<file path="src/rtl/t03_alu_sched.sv">
// t03_alu_sched: two-requester scheduler for the shared 32-bit ALU.
// Requester 0 is the core execute path and requester 1 is the auxiliary
// address/branch-compare engine. The winning operation is registered, driven
// to the ALU for one cycle, and its result and flags are returned on a
// per-requester valid/ready response channel.
// Build option: define T03_ALU_SCHED_RR_EN for round-robin arbitration.
// Without it, requester 0 has fixed priority when both requesters are valid.
module t03_alu_sched (
  input  logic        clk,
  input  logic        nrst,
  input  logic [1:0]  req_valid,
  output logic [1:0]  req_ready,
  input  logic [3:0]  req0_op,
  input  logic [31:0] req0_a,
  input  logic [31:0] req0_b,
  input  logic [3:0]  req1_op,
  input  logic [31:0] req1_a,
  input  logic [31:0] req1_b,
  output logic [1:0]  rsp_valid,
  input  logic [1:0]  rsp_ready,
  output logic [31:0] rsp_result,
  output logic [2:0]  rsp_flags,
  output logic [3:0]  alu_control,
  output logic [31:0] alu_a,
  output logic [31:0] alu_b,
  input  logic [31:0] alu_result,
  input  logic        alu_zero,
  input  logic        alu_negative,
  input  logic        alu_overflow,
  output logic        busy
);

  typedef enum logic [1:0] {
    IDLE  = 2'd0,
    ISSUE = 2'd1,
    RESP  = 2'd2
  } state_t;

  state_t      state_q, state_d;
  logic [3:0]  op_q;
  logic [31:0] a_q;
  logic [31:0] b_q;
  logic        owner_q;
  logic [31:0] result_q;
  logic [2:0]  flags_q;
  logic        grantIdx;
  logic        grantAny;
  logic        accept;

`ifdef T03_ALU_SCHED_RR_EN
  logic        lastGrant_q;

  // On a tie the grant goes to whichever requester did not win last time.
  always_comb begin
    grantAny = |req_valid;
    if (req_valid == 2'b11) begin
      grantIdx = ~lastGrant_q;
    end else begin
      grantIdx = req_valid[1];
    end
  end

  // Remember the most recent winner; starting at 1 lets requester 0 win the first tie.
  always_ff @(posedge clk or negedge nrst) begin
    if (!nrst) begin
      lastGrant_q <= 1'b1;
    end else if (accept) begin
      lastGrant_q <= grantIdx;
    end
  end
`else
  // Fixed priority: requester 1 is granted only when requester 0 is idle.
  always_comb begin
    grantAny = |req_valid;
    grantIdx = ~req_valid[0];
  end
`endif

  // Next-state and handshake decode; ready is only ever offered in IDLE.
  always_comb begin
    state_d   = state_q;
    req_ready = 2'b00;
    accept    = 1'b0;
    unique case (state_q)
      IDLE: begin
        if (grantAny) begin
          req_ready[grantIdx] = 1'b1;
          accept              = 1'b1;
          state_d             = ISSUE;
        end
      end
      ISSUE: begin
        state_d = RESP;
      end
      RESP: begin
        if (rsp_ready[owner_q]) begin
          state_d = IDLE;
        end
      end
      default: begin
        state_d = IDLE;
      end
    endcase
  end

  // State register.
  always_ff @(posedge clk or negedge nrst) begin
    if (!nrst) begin
      state_q <= IDLE;
    end else begin
      state_q <= state_d;
    end
  end

  // Operand registers load only on accept, so the ALU inputs hold steady otherwise.
  always_ff @(posedge clk or negedge nrst) begin
    if (!nrst) begin
      op_q    <= 4'd0;
      a_q     <= 32'd0;
      b_q     <= 32'd0;
      owner_q <= 1'b0;
    end else if (accept) begin
      owner_q <= grantIdx;
      if (grantIdx) begin
        op_q <= req1_op;
        a_q  <= req1_a;
        b_q  <= req1_b;
      end else begin
        op_q <= req0_op;
        a_q  <= req0_a;
        b_q  <= req0_b;
      end
    end
  end

  // Capture the ALU result and flags at the end of the single ISSUE cycle.
  always_ff @(posedge clk or negedge nrst) begin
    if (!nrst) begin
      result_q <= 32'd0;
      flags_q  <= 3'd0;
    end else if (state_q == ISSUE) begin
      result_q <= alu_result;
      flags_q  <= {alu_overflow, alu_negative, alu_zero};
    end
  end

  // Response valid points at the owner only while a result is pending.
  always_comb begin
    rsp_valid = 2'b00;
    if (state_q == RESP) begin
      rsp_valid[owner_q] = 1'b1;
    end
  end

  assign rsp_result  = result_q;
  assign rsp_flags   = flags_q;
  assign alu_control = op_q;
  assign alu_a       = a_q;
  assign alu_b       = b_q;
  assign busy        = (state_q != IDLE);

endmodule

</file>
<file path="config.mk">
export PLATFORM = sky130hd
export DESIGN_NAME = t03_alu_sched
export DESIGN_NICKNAME = d
export VERILOG_FILES = /design/src/rtl/t03_alu_sched.sv
export SDC_FILE = /design/constraint.sdc
export NUM_CORES = 1
export LEC_CHECK = 0
export CAP_MARGIN = 20
export CORE_MARGIN = 10
export CORE_UTILIZATION = 38
export DETAILED_ROUTE_END_ITERATION = 16
export PLACE_DENSITY = 0.79
export RECOVER_POWER = 50
export SYNTH_ARGS = -nofsm -noshare
export SYNTH_HDL_FRONTEND = slang
export SYNTH_SLANG_ARGS = --single-unit
</file>
<file path="constraint.sdc">
create_clock -name clk -period 1.7 [get_ports clk]
set_input_delay 0.34 -clock clk [delete_from_list [all_inputs] [get_ports clk]]
set_output_delay 0.34 -clock clk [all_outputs]
set_load 0.02 [all_outputs]
</file>
# --- Word-level counts from Yosys, hierarchy flattened ---
# Cells that the tools add are included.
op_classes:
  mux: 17
  addsub: 0
  n_lt_le_gt_ge: 4
  n_mul: 0
  n_div: 0
  bitwise_logic: 1
  reduce_logical: 6
  eq_ne: 4
  shift: 0
op_table:
  columns: ["op", "n"]
  rows:
  - ["$mux W32", 2]
  - ["$mux W2", 5]
  - ["$mux W1", 6]
  - ["$pmux W2 S3", 1]
  - ["$lt A1 B2 Y1 const B", 2]
  - ["$mux W4", 1]
  - ["$ne A2 B2 Y1 const B", 2]
  - ["$demux W1 S1", 2]
  - ["$eq A2 B1 Y1 const B", 1]
  - ["$eq A2 B2 Y1 const B", 1]
  - ["$ge A1 B1 Y1 const B", 2]
  - ["$logic_and A1 B1 Y1", 2]
  - ["$logic_not A2 Y1", 1]
  - ["$reduce_and A2 Y1", 1]
  - ["$reduce_bool A2 Y1", 1]
  - ["$reduce_or A2 Y1", 1]
  - ["$not A1 Y1", 1]
totals:
  input_bits: 177
  reg_bits: 106
  rom_bits: 0
  n_memories: 0
  latch_bits: 0
  output_inout_bits: 108
  word_cells: 39
  ramBits: 0

# --- Longest topological paths before layout ---
# Gate-level depths: netlist of run 1.
depth:
  word_depth: 7
  ltp_mapped: 6
  mapped_depth_nobuf: 3

# --- Worst setup path after synthesis of run 1 ---
# OpenSTA, ideal clock, no wires.
synth_path:
  path_kind: "input to register"
  start: "input port req_valid[0]"
  end: "register a_q[17] (netlist: alu_a[17])"
  arrival_time_ns: 1.375
  path_slack_ns: 0.200
  setup_ns: 0.125
  path_stages: 4
  t_required_ns: 1.575
  path_cell_list: "buf_6 -> clkbuf_1 -> mux2_2 -> mux2_2"
synth_via:
  elab_chain_len: 3
synth_rtl:
  columns: ["item", "line_no", "rtl"]
  rows:
  - ["start, declared", "11", "input logic [1:0] req_valid,"]
  - ["$reduce_or A2 Y1", "74", "grantAny = |req_valid;"]
  - ["$mux W1", "86", "if (grantAny) begin"]
  - ["$mux W1", "84", "unique case (state_q)"]
  - ["end signal, assigned", "126", "a_q <= req1_a;"]
  - ["end signal, assigned", "130", "a_q <= req0_a;"]
  - ["end, declared", "41", "logic [31:0] a_q;"]
# Several ways; a longest one is shown, not always the timed one.
# A chain may end at the register's enable or synchronous reset.

# --- Final worst setup path of run 1 ---
layout_path:
  start: "register a_q[21] (netlist: alu_a[21])"
  end: "output port alu_a[21]"
layout_rtl:
  columns: ["item", "line_no", "rtl"]
  rows:
  - ["end, declared", "24", "output logic [31:0] alu_a,"]
# No word-level cell between the ends.

==> results of run 1 <==
[cells in the final DEF, fill, tap and decap left out, types with 2 or more instances in the layout]
master	instances
nand2b_1	2
dfrtp_1	106
mux2_4	9
clkbuf_8	3
nor2_1	3
buf_4	13
clkdlybuf4s50_1	239
inv_1	2
clkbuf_4	2
buf_2	5
mux2_2	163
clkbuf_16	9
clkbuf_1	37
buf_12	4
dlygate4sd2_1	5
[metal layers]
layer  up-vias  share of wire, %  routed length [microns]
met3        18               8.0                     1270
met5         -                 0                        0
li1       1692                 -                        -
met1      1794                37                     5900
met4         0               1.6                      260
met2       160                53                     8410
[report_power, final]
part	leakage, nW	internal, mW	total [mW]	switching, mW
clock network	0.136	1.12	1.98	0.861
logic	1.89	3.78	7.39	3.61
registers	1.24	3.84	4.50	0.657
[layout make-up]
cell class | count | share of cell area [%]
timing repair buffer | 304 | 35.0
sequential | 106 | 33.2
multi-input combinational | 183 | 25.5
clock buffer | 15 | 3.48
tap | 172 | 2.69
clock inverter | 1 | 0.0939
inverter | 2 | 0.0939
[timing repair]
item,CTS,global route
setup endpoints to repair,10,37
endpoints found under the hold margin,6,0
resized for setup,21,37
pin swaps,1,1
hold buffers,1,0
cloned,0,0
[final timing paths]
check | end | slack [ns]
max | alu_a[21] | 0.03
min | alu_b[4] | 0.46
max reg2reg | rsp_result[7] | 0.12
min reg2reg | alu_b[20] | 0.50
max in group asynchronous | alu_b[15] | 0.35
min in group clk | owner_q | 0.47
[per-stage QoR]
stage | util [%] | setup TNS [ns]
after floorplan | - | 0
after global placement | 63.5 | -5.81
after detailed placement | 63.5 | -6.74
after CTS | 65.8 | 0
after global routing | 63.9 | 0
final | 63.9 | 0
[flip-flops by register name, summed over array words and instances (netlist names)]
name	count
state_q	2
rsp_result	32
rsp_flags	3
alu_a	32
alu_b	32
owner_q	1
alu_control	4
[kinds of logic (layout without fill, tap and decap cells)]
| kind of cell | count (synthesis) | in the layout | synth area share (%) |
|---|---|---|---|
| AOI/OAI and AO/OA | 3 | 3 | 0.365 |
| buffers and inverters | 22 | 322 | 2.60 |
| DFF | 106 | 106 | 55.2 |
| muxes | 172 | 172 | 41.0 |
| and+or+nand+nor | 8 | 8 | 0.781 |
==> out/results.txt, run 1 <==
worst path required time: 1.36 ns
Synth top cells by count: mux2_2 (163), dfrtp_1 (106), buf_2 (10)
Max Cap Viol: 0
ratio of cells with drive above 1 in the final layout: 34.7%
CTS Buffer Depth: 2
Slew @ Worst Pin: 0.578 ns
TritonCTS clock tree: built
initial core utilization: 38.4%
Post-Place Setup Slack: -0.242 ns
area of the multi-input gates: 2040 sq um
Hold Crit Class: primary input to asynchronous set/reset pin
Hold WS: 0.456 ns
Die Width: 132 microns
worst rel slew slack: 61.5%
CTS Buf Count: 9
Die Ht: 132 microns
Final Critical Period: 1.67 ns
Site Rows: 41
Slew Viols, Final: 0
Pwr Total: 13.9 mW
global route hottest layer: met2
Unique masters post-synth: 14
largest cells by area after synthesis: dfrtp_1 (55%), mux2_2 (38%), mux2_4 (2.8%)
fill cell count: 1048
Wirelength per Cell: 20.2 microns
Worst-path clk slew: 0.07 ns
final instance area: 7990 sq um
Final GP Congestion: 0.756
DR vias: 3664
outcome: finished, final reports clean
CTS root buf: clkbuf_16
fin crit share: 98.1%
Antenna Diode Count: 0
Clock Skews: 0.00615 ns
critical path startpoint category: flip-flop
reg2reg path depth: 4
ys flop type: dfrtp_1
Sequential Area: 2650 sq um
number of buffers and inverters on the critical path: 1
Total Routing Usage GR: 17.8%
CP endpoint kind: primary output
PD cells: 1730 nW/um^2
reg2reg start: state_q[1]
Arr. time, crit path: 1.33 ns
DIE AREA: 17500 sq um
dpl cells: 766
Post-Layout Cell Count: 783
post-synth top area share: 55.2%
Worst path top cell family by delay: buffers and inverters
Ys Warns: 0
biggest area consumer among synthesized cells: dfrtp_1
gr ovfl total: 0
Iter 0 DRT Violations: 108
final setup fails: 0
Crit-path slowest cell: clkdlybuf4s50_1
Async S/R FF share, synth: 100%
post-synthesis sequential area ratio: 55.2%
Max Fclk: 600 MHz
core area: 12500 sq um
max incr delay on CP: 0.65 ns
detailed placement HPWL: 13000 microns
Final Routed Wirelength: 15800 microns
GR Util met1: 18.7%
Placed Area: 7950 sq um
CP Launch Point: alu_a[21]
GR Util met2: 32.3%
crit path kind: flip-flop to primary output
PortBufs: 284
via-per-instance ratio: 4.68
setup ws final: 0.0330 ns
number of synthesized flops with an enable pin: 0
critical path cell sequence: clkdlybuf4s50_1
CP Depth: 1
RSZ-0062 raised after global routing: no
VDD IR max: 0.908 mV
met3 usage: 6.78%
NumNets Final: 783
# Post-CTS Setup Buffers: 0
global-route wire length before repair: 24500 microns
worst-path fanout max: 2
Leak: 3.26 nW
Clk Latency, worst-skew pair: 0.34 ns
Syn Area/Cell: 15.4 sq um
first-pass iteration count of the detailed router: 4
initial antenna violation count: 0
I/O pin cnt: 285
vias in the first global route: 4289
largest net degree at the start of global routing: 101
Final Hold Viols: 0
synthesized cell area: 4800 sq um
Yosys reg bits: 106
Syn Nets: 488
CTS Sinks: 106
most common cell in the netlist: mux2_2
Final ANT Viol Nets: 0
DRC violations left: 0
Post-Synthesis Cells: 311
H-tree Lvls: 3
synthesis-to-finish area growth: 66.4%
Power figures use the tool's default switching activity.
==> run 2, diff against run 1 <==
==> constraint.sdc (replaced) <==
create_clock -name clk -period 1.57 [get_ports clk]
set_input_delay 0.314 -clock clk [delete_from_list [all_inputs] [get_ports clk]]
set_output_delay 0.314 -clock clk [all_outputs]
set_load 0.02 [all_outputs]
==> out/results.txt, run 2 (same netlist as run 1, synthesis figures left out) <==
PortBufs: 284 (unchanged)
Slew @ Worst Pin: 0.571 ns (-0.00626 ns)
critical path cell sequence: buf_4 > nand2b_4 > nor2_4 > buf_6
CP endpoint kind: primary output
Post-Layout Cell Count: 792 (+1.1%)
fin crit share: 102%
Wirelength per Cell: 20.0 microns (-1.1%)
commonest non-fill, non-tap cell in the layout: clkdlybuf4s50_1
via-per-instance ratio: 4.68 (about the same)
RSZ-0062 raised after global routing: yes
Clk Latency, worst-skew pair: 0.33 ns (about the same)
CTS Buf Count: 9 (unchanged)
Final ANT Viol Nets: 0 (unchanged)
Final GP Congestion: 0.731 (-3.2%)
final setup fails: 15 (+15)
Arr. time, crit path: 1.29 ns (-0.04 ns)
gr ovfl total: 0 (unchanged)
VDD IR max: 0.975 mV (+7.4%)
I/O pin cnt: 285 (unchanged)
Max Fclk: 624 MHz
Hold WS: 0.461 ns (+0.00476 ns)
max incr delay on CP: 0.41 ns (-0.24 ns)
Hold Crit Class: primary input to flip-flop
CTS Sinks: 106 (unchanged)
Max Cap Viol: 0 (unchanged)
ratio of cells with drive above 1 in the final layout: 36.5% (+1.8 points)
DRC violations left: 0 (unchanged)
leading cell types in the layout, fill and taps excluded: clkdlybuf4s50_1 (174), mux2_2 (154), dfrtp_1 (106)
Worst path top cell family by delay: flip-flops
Site Rows: 41 (unchanged)
number of buffers and inverters on the critical path: 2 (+1)
core area: 12500 sq um (unchanged)
violated checks: setup timing
Final Routed Wirelength: 15800 microns (about the same)
dpl cells: 768 (+0.26%)
outcome: finished, violations left
Die Ht: 132 microns (unchanged)
TritonCTS clock tree: built
DR vias: 3706 (+1.1%)
Post-Place Setup Slack: -0.317 ns (-0.0754 ns)
synthesis-to-finish area growth: 72.5%
Total Routing Usage GR: 17.7% (-0.067 points)
worst-path fanout max: 3 (+1)
largest net degree at the start of global routing: 51 (-50%)
setup ws final: -0.0319 ns (-0.0648 ns)
PD cells: 1830 nW/um^2 (+5.6%)
Final Critical Period: 1.60 ns
initial antenna violation count: 0 (unchanged)
initial core utilization: 38.4% (unchanged)
Crit-path slowest cell: dfrtp_1
H-tree Lvls: 3 (unchanged)
CTS Buffer Depth: 2 (unchanged)
vias in the first global route: 4323 (+0.79%)
Pwr Total: 15.2 mW (+9.5%)
critical path startpoint category: flip-flop
first-pass iteration count of the detailed router: 4 (unchanged)
Die Width: 132 microns (unchanged)
Final Hold Viols: 0 (unchanged)
crit path kind: flip-flop to primary output
final core utilization: 66.2% (+2.4 points)
DIE AREA: 17500 sq um (unchanged)
detailed placement HPWL: 12800 microns (-1.3%)
global-route wire length before repair: 24700 microns (+0.76%)
Slew Viols, Final: 0 (unchanged)
Antenna Diode Count: 0 (unchanged)
NumNets Final: 792 (+1.1%)
Leak: 3.61 nW (+11%)
worst path required time: 1.26 ns (-0.10 ns)
Iter 0 DRT Violations: 124 (+15%)
Worst-path clk slew: 0.06 ns (about the same)
worst rel slew slack: 61.9% (+0.42 points)
CTS root buf: clkbuf_16
Clock Skews: 0.00346 ns (-0.00269 ns)
-- run 2: worst register-to-register path: stages, from the launching register on --
cell and delay (ns):
dfrtp_1 0.41, nor2_4 0.14, buf_6 0.11, o21a_4 0.18
bufbuf_16 0.30, mux2_2 0.34
-- run 2: layer usage --
layer  global-route usage [%]  vias up  wire length [microns]
met3                     6.59       15                   1260
met4                     5.44        0                    223
met5                        0        -                      0
li1                         -     1713                      -
met1                     19.2     1811                   6100
met2                     31.3      167                   8260
-- run 2: cell type report --
type                    instances  area (sq um)
clock buffers                  14           274
well taps                     172           215
multi-input cells             183          2100
inverters                       2          7.51
clock inverters                 2          10.0
flip-flops and latches        106          2650
fillers                       990          4230
repair buffers                313          3030
-- run 2: per-stage QoR --
step	cell area, sq um	TNS, ns
global route	8290	-2.13
CTS	8290	-2.95
floorplan	4800	0
detailed placement	7980	-13.39
finish	8290	-0.190
global placement	7980	-12.05
-- run 2: report_power, final --
group / switching [mW] / leakage, nW / internal (mW)
registers: 0.687 / 1.24 / 4.16
clock network: 0.924 / 0.143 / 1.20
logic: 4.03 / 2.23 / 4.19
-- run 2: timing repair --
item,in CTS,in global routing
endpoints found under the setup margin,176,72
cloned,2,0
gates resized for setup,143,14
hold buffers,1,0
setup buffers,6,2
pin swaps,1,1
endpoints found under the hold margin,8,0
-- run 2: path summary, 6_finish.rpt --
check	start	cells after the start	slack [ns]	end
max in group asynchronous	nrst	3	0.22	rsp_result[27]
hold reg to reg	alu_b[5]	1	0.50	alu_b[5]
setup reg to reg	state_q[0]	5	-0.02	alu_b[27]
min in group asynchronous	nrst	2	0.51	alu_b[8]
setup / recovery	state_q[0]	4	-0.03	rsp_valid[1]
hold / removal	req_valid[0]	3	0.46	owner_q
